<file path="src/rtl/card_dealer.sv">
// rtl/card_dealer.sv - pseudo-random card draw and running hand totals for P1, P2 and Dealer
module card_dealer #(
    parameter logic [15:0] SEED = 16'hACE1
) (
    input  logic       clk,
    input  logic       rst_n,
    input  logic       clear,
    input  logic       dealReq,
    input  logic [1:0] dealTarget,
    input  logic       injValid,
    input  logic [3:0] injCard,
    output logic [4:0] p1_high,
    output logic [4:0] p1_low,
    output logic [4:0] p2_high,
    output logic [4:0] p2_low,
    output logic [4:0] d_high,
    output logic [4:0] d_low,
    output logic [3:0] lastCard,
    output logic       cardsUpdated
);

    typedef enum logic [1:0] {IDLE = 2'd0, DRAW = 2'd1, ADD = 2'd2} state_t;

    // An all-zero Fibonacci LFSR never leaves zero, so a zero seed is replaced.
    localparam logic [15:0] LFSR_INIT = (SEED == 16'h0000) ? 16'h0001 : SEED;

    state_t      state_q, state_d;
    logic [15:0] lfsr_q, lfsr_d;
    logic [1:0]  target_q, target_d;
    logic [3:0]  value_q, value_d;
    logic [3:0]  last_card_q, last_card_d;
    logic [4:0]  p1_hi_q, p1_hi_d, p1_lo_q, p1_lo_d;
    logic [4:0]  p2_hi_q, p2_hi_d, p2_lo_q, p2_lo_d;
    logic [4:0]  d_hi_q, d_hi_d, d_lo_q, d_lo_d;

    logic [3:0]  sample;
    logic        sample_ok;
    logic [3:0]  sample_value;
    logic [9:0]  p1_next, p2_next, d_next;

    function automatic logic [4:0] sat_add(input logic [4:0] a, input logic [4:0] b);
        logic [5:0] s;
        s = {1'b0, a} + {1'b0, b};
        return s[5] ? 5'h1F : s[4:0];
    endfunction

    // Returns {hi, lo}; lo stays 0 until the first ace makes the soft total meaningful.
    function automatic logic [9:0] hand_add(input logic [4:0] hi, input logic [4:0] lo,
                                            input logic [3:0] v);
        if (v == 4'd1) begin
            if (lo == 5'd0) return {sat_add(hi, 5'd11), sat_add(hi, 5'd1)};
            else            return {sat_add(hi, 5'd1), sat_add(lo, 5'd1)};
        end
        return {sat_add(hi, {1'b0, v}), (lo == 5'd0) ? 5'd0 : sat_add(lo, {1'b0, v})};
    endfunction

    // Card source and rank-to-value mapping; 0 and 14..15 are rejected and redrawn.
    always_comb begin
        sample       = injValid ? injCard : lfsr_q[3:0];
        sample_ok    = (sample != 4'd0) && (sample <= 4'd13);
        sample_value = (sample > 4'd10) ? 4'd10 : sample;
        p1_next      = hand_add(p1_hi_q, p1_lo_q, value_q);
        p2_next      = hand_add(p2_hi_q, p2_lo_q, value_q);
        d_next       = hand_add(d_hi_q, d_lo_q, value_q);
    end

    // State register and datapath flops.
    always_ff @(posedge clk or negedge rst_n) begin
        if (!rst_n) begin
            state_q     <= IDLE;
            lfsr_q      <= LFSR_INIT;
            target_q    <= 2'd0;
            value_q     <= 4'd0;
            last_card_q <= 4'd0;
            p1_hi_q     <= 5'd0;
            p1_lo_q     <= 5'd0;
            p2_hi_q     <= 5'd0;
            p2_lo_q     <= 5'd0;
            d_hi_q      <= 5'd0;
            d_lo_q      <= 5'd0;
        end else begin
            state_q     <= state_d;
            lfsr_q      <= lfsr_d;
            target_q    <= target_d;
            value_q     <= value_d;
            last_card_q <= last_card_d;
            p1_hi_q     <= p1_hi_d;
            p1_lo_q     <= p1_lo_d;
            p2_hi_q     <= p2_hi_d;
            p2_lo_q     <= p2_lo_d;
            d_hi_q      <= d_hi_d;
            d_lo_q      <= d_lo_d;
        end
    end

    // Next-state logic: clear aborts from anywhere, target 3 is a no-op request.
    always_comb begin
        state_d = state_q;
        if (clear) begin
            state_d = IDLE;
        end else begin
            case (state_q)
                IDLE:    if (dealReq && dealTarget != 2'd3) state_d = DRAW;
                DRAW:    if (sample_ok) state_d = ADD;
                ADD:     state_d = IDLE;
                default: state_d = IDLE;
            endcase
        end
    end

    // Datapath next values: LFSR free-runs, hands update only in ADD.
    always_comb begin
        lfsr_d      = {lfsr_q[14:0], lfsr_q[15] ^ lfsr_q[13] ^ lfsr_q[12] ^ lfsr_q[10]};
        target_d    = target_q;
        value_d     = value_q;
        last_card_d = last_card_q;
        p1_hi_d     = p1_hi_q;
        p1_lo_d     = p1_lo_q;
        p2_hi_d     = p2_hi_q;
        p2_lo_d     = p2_lo_q;
        d_hi_d      = d_hi_q;
        d_lo_d      = d_lo_q;
        if (clear) begin
            last_card_d = 4'd0;
            p1_hi_d     = 5'd0;
            p1_lo_d     = 5'd0;
            p2_hi_d     = 5'd0;
            p2_lo_d     = 5'd0;
            d_hi_d      = 5'd0;
            d_lo_d      = 5'd0;
        end else begin
            case (state_q)
                IDLE: if (dealReq && dealTarget != 2'd3) target_d = dealTarget;
                DRAW: if (sample_ok) value_d = sample_value;
                ADD: begin
                    last_card_d = value_q;
                    case (target_q)
                        2'd0:    {p1_hi_d, p1_lo_d} = p1_next;
                        2'd1:    {p2_hi_d, p2_lo_d} = p2_next;
                        2'd2:    {d_hi_d, d_lo_d}   = d_next;
                        default: ;
                    endcase
                end
                default: ;
            endcase
        end
    end

    // Outputs: totals are stable and a new request is accepted only in IDLE.
    always_comb begin
        cardsUpdated = (state_q == IDLE);
        p1_high      = p1_hi_q;
        p1_low       = p1_lo_q;
        p2_high      = p2_hi_q;
        p2_low       = p2_lo_q;
        d_high       = d_hi_q;
        d_low        = d_lo_q;
        lastCard     = last_card_q;
    end

endmodule

</file>
<file path="config.mk">
export PLATFORM = sky130hd
export DESIGN_NAME = card_dealer
export DESIGN_NICKNAME = d
export VERILOG_FILES = /design/src/rtl/card_dealer.sv
export SDC_FILE = /design/constraint.sdc
export NUM_CORES = 1
export LEC_CHECK = 0
export CORE_MARGIN = 1
export CORE_UTILIZATION = 45
export CTS_BUF_LIST = sky130_fd_sc_hd__clkbuf_8
export DETAILED_ROUTE_END_ITERATION = 8
export MAX_ROUTING_LAYER = met4
export PLACE_DENSITY = 0.68
export SLEW_MARGIN = 10
export SYNTH_ARGS = -nofsm -noshare
export SYNTH_HDL_FRONTEND = slang
export SYNTH_SLANG_ARGS = --single-unit
</file>
<file path="constraint.sdc">
create_clock -name clk -period 2.05 [get_ports clk]
set_input_delay 0.205 -clock clk [delete_from_list [all_inputs] [get_ports clk]]
set_output_delay 0.205 -clock clk [all_outputs]
set_load 0.01 [all_outputs]
</file>
==> qor.yml, run 1 <==
synthArstFlopShare_pct: 100
cts_made_buffers: 9
wirelength_mm: 13.0
grt_max_degree: 42
worstPathRequired_ns: 2.27
yosysTopAreaCellShare_pct: 26.2
rr_worst_depth: 7
port_buffers: 45
initial_utilization_pct: 46.3
rsz0062_at_grt: "true"
hpwl_mm: 9.26
rows: 37
ctsHtreeMaxLevel: 3
yosys.cell_types.count: 62
synthAdderAreaFrac_pct: 11.9
critPathTopFamily: "compound AO/OA/AOI/OAI gates"
synth_fp_nets: 595
muxShareOfSynthArea_pct: 3.88
grt_overflow: 0
worst_slew_pin_slew_ns: 0.492
fin_setup_tns_ns: -0.0258
clock-root-buffer: "clkbuf_8"
gp_congestion: 0.918
finalCritPeriodShare_pct: 101
cp_max_fo: 6
antenna_cells: 0
skew_ns: 0.00782
irDropWorstVdd_mv: 0.496
synth.largest_area_cell: "dfrtp_1"
first_global_vias: 4562
dp_cells: 751
crit_chain: "buf_4 -> ha_4 -> a211o_1 -> a21oi_2 -> nor2b_2 -> or3_1 -> a32o_1"
hp-class: "primary input to asynchronous set/reset pin"
finalSetupViolCount: 2
regToRegEndpoint: "p1_high[1]$_DFFE_PN0P_"
layout_min_cycle_time_ns: 2.07
worst_slack_ns: -0.0217
rr_startpoint: "value_q[1]$_DFFE_PN0P_"
fmax_ghz: 0.483
synthSimpleGateAreaFrac_pct: 20.6
vias_per_cell: 5.98
antenna_found_initial: 0
fin_cells: 785
num_io_pins: 46
worstSetupPathType: "register to register"
power_density_nw_per_um2: 500
cap_violations: 0
cts.sinks: 58
violations: "negative setup slack"
finalHoldViolations: 0
cts_buffer_depth: 2
grt_pass1_wl_mm: 21.6
dieHeight_um: 105
nNetsFinal: 697
end_kind: "register"
routed-via-count: 4692
syn2layout_area_growth_pct: 29.4
yosys.area_share.xor_xnor_pct: 4.22
firstDrtPassIters: 5
synthesis.area_um2: 4780
drive_above_1_share_pct: 22.5
route.detailed.drc: 0
status: "finished, violations left"
dieArea_um2: 11000
cpPeakStageDelay_ns: 0.47
syn_area_per_cell_um2: 8.81
yosysWarningCount: 0
drtAntennaViolNets: 0
r2r_setup_slack_ns: -0.02
yosysMostFrequentCell: "dfrtp_1"
synthTopCellsByArea: "dfrtp_1, ha_1, dfstp_2"
synth_compound_area_share_pct: 23.9
clk_pin_slew_worst_paths_ns: 0.08
slew_viol_final: 0
slowest_stage: "dfrtp_2"
grt_use_total_pct: 24.9
synth_seq_cells: 58
post_synth_most_frequent_cells: "dfrtp_1, nand2_1, a21oi_1, nor2_1, ha_1"
leakage_nw: 2.87
synthCells: 542
synth_flop_cell: "dfrtp_1"
worst_hold_slack_ns: 0.348
clock_latency_ns: 0.34
synth_top_family_by_area: "compound AO/OA/AOI/OAI gates"
relSlewSlack_pct: 67.2
wl_per_cell_um: 16.5
path_buf_inv: 1
drt_iter0_drc: 400
cts_tree: "done"
power.total_w: 0.00309
cp.arrival_ns: 2.29
start_kind: "register"
die-width_um: 105
core_um2: 10300
synth_edf_count: 0
ys_seq_area_share_pct: 30.6
per-layer routing:
metal	vias up	share of wire [%]	track usage, %	wire length [µm]
li1	2244	-	-	-
met1	2275	45	31.5	5800
met2	151	49	40.8	6390
met3	22	3.9	2.99	507
met4	0	1.9	9.56	245
met5	-	0	-	0
cells in the final DEF, fill, tap and decap left out, types with 15 or more instances in the layout:
master and count:
clkdlybuf4s50_1 44, nor2_1 36, o21ai_0 26, a31oi_1 19, inv_1 15, buf_4 74
a21oi_1 37, dfrtp_1 44, ha_1 30, nand2_1 49, nor3_1 15
worst max path at each step:
stage	cells after the start	slack, ns	end	from
after detailed placement	7	-0.07	d_high[3]$_DFFE_PN0P_	d_low[1]$_DFFE_PN0P_
after floorplan	6	0.04	p1_high[0]$_DFFE_PN0P_	value_q[1]$_DFFE_PN0P_
after global placement	8	-0.02	p1_low[4]$_DFFE_PN0P_	value_q[0]$_DFFE_PN0P_
after global routing	7	-0.07	p1_high[1]$_DFFE_PN0P_	value_q[1]$_DFFE_PN0P_
after CTS	7	-0.009	p2_high[4]$_DFFE_PN0P_	value_q[1]$_DFFE_PN0P_
final	7	-0.02	p1_high[1]$_DFFE_PN0P_	value_q[1]$_DFFE_PN0P_
what timing repair did:
action / CTS / global route
resized for setup: 9 / 23
pin swaps: 0 / 18
buffers inserted: 4 / 12
gates cloned: 1 / 0
setup endpoints to repair: 11 / 19
endpoints found under the hold margin: 17 / 0
hold buffers: 1 / 0
report_power, final:
part / switching [W] / internal, W / leakage (nW)
Clock: 0.000526 / 0.000694 / 0.110
Combinational: 0.000319 / 0.000302 / 2.00
Sequential: 0.0000690 / 0.00118 / 0.760
per-stage QoR:
step | worst slack, ns | util [%] | area, µm²
2_1_floorplan | 0.0355 | - | 4790
3_3_place_gp | -0.0220 | 55.5 | 5730
3_5_place_dp | -0.0734 | 55.5 | 5730
4_1_cts | -0.00891 | 58.5 | 6030
5_1_grt | -0.0703 | 59.9 | 6180
6_report | -0.0217 | 59.9 | 6180
cell families after synthesis:
| family | after synthesis |
|---|---|
| multiplexers | 18 |
| XOR/XNOR | 23 |
| AO/OA/AOI/OAI | 170 |
| flip-flops | 58 |
| AND/OR/NAND/NOR | 181 |
| buffers and inverters | 50 |
| adder cells (fa/ha/maj) | 42 |
flip-flops by register name, indices dropped and copies added, names as in the netlist:
register and cells:
p2_high 5, lastCard 4, lfsr_q 16, d_low 5
value_q 4, d_high 5, state_q 2, target_q 2
p2_low 5, p1_high 5, p1_low 5
cell type report:
cell class / instances / area, µm²
Inverter: 17 / 63.8
Sequential cell: 58 / 1470
Clock buffer: 9 / 124
Timing Repair Buffer: 123 / 1060
Tap cell: 136 / 170
Fill cell: 888 / 4140
Multi-Input combinational cell: 435 / 3190
Clock inverter: 7 / 103
(Power assumes the default switching activity.)
==> inputs of run 2 (changes only) <==
- CORE_ASPECT_RATIO: not set -> 1.4
- TNS_END_PERCENT: not set -> 20
==> run 2 against run 1 <==
The run now ends clean. Via count down 2.5%. Sequential power about the same. Global-route usage up 0.84 points. Flip-flop and latch count unchanged. Utilization down 0.93 points. Power up 3.9%. Hold slack better by 0.0039 ns. Count of clock-buffer cells in the layout unchanged. Non-clock buffer count down 10. Critical endpoint is now p1_low[1]$_DFFE_PN0P_. Largest cell class unchanged. Largest power group is now clock. Highest routed layer unchanged.
==> qor.yml, run 2 (synthesized netlist as in run 1, its figures left out) <==
status: "complete, no violations"  # was finished, violations left
grt_max_degree: 59  # was 42
port_buffers: 45  # unchanged
startpoint: "value_q[1]$_DFFE_PN0P_"  # unchanged
power.total_w: 0.00321  # was 0.00309 W
worst_slack_ns: 0.0153  # was -0.0217 ns
cts.sinks: 58  # unchanged
cts_tree: "done"  # unchanged
finalCritPeriodShare_pct: 99.3  # was 101%
grt_overflow: 0  # unchanged
worstHoldStart: "lfsr_q[9]$_DFF_PN0_"
worstSetupPathType: "register to register"  # unchanged
regMostFlops: "lfsr_q"  # unchanged
rows: 44  # was 37
placed_cell_area_um2: 5670  # was 5730 µm²
num_io_pins: 46  # unchanged
highest_layer: "met4"  # unchanged
wl_met2_mm: 6.98  # was 6.39 mm
fmax_ghz: 0.491  # was 0.483 GHz
skew_ns: 0.00943  # was 0.00782 ns
fin_cells: 777  # was 785
dieArea_um2: 11000  # about the same
routed-via-count: 4575  # was 4,692
route.detailed.drc: 0  # unchanged
wl_per_cell_um: 16.9  # was 16.5 µm
grt_use_total_pct: 25.7  # was 24.9%
finalSetupViolCount: 0  # was 2
clk_pin_slew_worst_paths_ns: 0.07  # was 0.08 ns
cpPeakStageDelay_ns: 0.47  # about the same
finalHoldViolations: 0  # unchanged
irDropWorstVdd_mv: 0.474  # was 0.496 mV
largest_reg_flops: 16  # unchanged
critPathTopFamily: "compound AO/OA/AOI/OAI gates"  # unchanged
layout_min_cycle_time_ns: 2.03  # was 2.07 ns
cp.arrival_ns: 2.27  # was 2.29 ns
path_buf_inv: 1  # unchanged
antenna_found_initial: 0  # unchanged
drt_iter0_drc: 318  # was 400
start_kind: "register"  # unchanged
antenna_cells: 0  # unchanged
relSlewSlack_pct: 45.6  # was 67.2%
crit_chain: "buf_2 -> ha_1 -> a21o_1 -> a221o_1 -> or2_2 -> o211ai_1 -> nand2_1"  # was buf_4 -> ha_4 -> a211o_1 -> a21oi_2 -> nor2b_2 -> or3_1 -> a32o_1
cts_made_buffers: 9  # unchanged
drive_above_1_share_pct: 20.0  # was 22.5%
clock_latency_ns: 0.36  # was 0.34 ns
route.met3.wl_um: 365  # was 507 µm
final_common_cell: "buf_4"  # unchanged
slew_viol_final: 0  # unchanged
hpwl_mm: 9.69  # was 9.26 mm
cts_buffer_depth: 2  # unchanged
power_density_nw_per_um2: 526  # was 500 nW/µm²
hp-class: "register to register"  # was primary input to asynchronous set/reset pin
gp_congestion: 0.874  # was 0.918
firstDrtPassIters: 4  # was 5
fillCellCount: 968  # was 888
ctsHtreeMaxLevel: 3  # unchanged
layout_common_cells: "buf_4, nand2_1, dfrtp_1"  # was buf_4, nand2_1, dfrtp_1, clkdlybuf4s50_1, a21oi_1
nNetsFinal: 687  # was 697
worst_slew_pin_slew_ns: 0.817  # was 0.492 ns
worstPathRequired_ns: 2.29  # was 2.27 ns
grt_pass1_wl_mm: 21.3  # was 21.6 mm
vias_per_cell: 5.89  # was 5.98
design_area_um2: 6100  # was 6180 µm²
clock-root-buffer: "clkbuf_8"  # unchanged
dp_cells: 748  # was 751
syn2layout_area_growth_pct: 27.7  # was 29.4%
wirelength_mm: 13.1  # was 13.0 mm
final_core_util_pct: 58.9  # was 59.9%
first_global_vias: 4544  # was 4,562
cp_max_fo: 6  # unchanged
dieHeight_um: 124  # was 105 µm
r2r_setup_slack_ns: 0.02  # was -0.02 ns
end_kind: "register"  # unchanged
dpl_worst_slack_ns: -0.0250  # was -0.0734 ns
rsz0062_at_grt: "true"  # unchanged
slowest_stage: "dfrtp_2"  # unchanged
die-width_um: 89.1  # was 105 µm
leakage_nw: 2.84  # was 2.87 nW
rr_startpoint: "value_q[1]$_DFFE_PN0P_"  # unchanged
wl_met1_mm: 5.56  # was 5.80 mm
core_um2: 10300  # about the same
cap_violations: 0  # unchanged
drtAntennaViolNets: 0  # unchanged
initial_utilization_pct: 46.1  # was 46.3%
## run 2: final timing paths
path | end | depth (start not counted)
max | p1_low[1]$_DFFE_PN0P_ | 7
min | lfsr_q[10]$_DFF_PN1_ | 0
max reg2reg | p1_low[1]$_DFFE_PN0P_ | 7
min reg2reg | lfsr_q[10]$_DFF_PN1_ | 0
max in group asynchronous | lfsr_q[10]$_DFF_PN1_ | 3
min in group asynchronous | d_high[4]$_DFFE_PN0P_ | 3
## run 2: layout make-up
cell class                 instances  area, µm²  area share, %
timing repair buffer             113        977           16.0
sequential                        58       1470           24.1
tap                              138        173           2.83
clock inverter                     7        125           2.05
clock buffer                       9        124           2.03
multi-input combinational        435       3170           52.0
inverter                          17       63.8           1.05
## run 2: power by group
part | switching, W | leakage, nW | total [W] | internal (W)
Clock | 0.000523 | 0.124 | 0.00134 | 0.000817
Sequential | 0.0000463 | 0.762 | 0.00123 | 0.00118
Combinational | 0.000342 | 1.95 | 0.000644 | 0.000302
Total | 0.000911 | 2.84 | 0.00321 | 0.00230
## run 2: per-stage QoR
| stage | TNS, ns | hold slack, ns |
|---|---|---|
| global placement | 0 | 0.235 |
| global route | -0.208 | 0.364 |
| floorplan | -0.00755 | -0.0906 |
| CTS | 0 | 0.356 |
| finish | 0 | 0.352 |
| detailed placement | -0.0343 | 0.234 |
## run 2: metal layers
layer / vias up / track usage (%)
li1: 2221 / -
met1: 2237 / 28.7
met2: 99 / 46.6
met3: 18 / 3.84
met4: 0 / 8.63
met5: - / -
## run 2: repair_timing
item,4_1_cts,5_1_grt
cloned,0,1
setup endpoints to repair,6,16
hold buffers,1,0
hold endpoints to repair,50,0
pin swaps,0,8
setup buffers,0,11
resized for setup,2,23
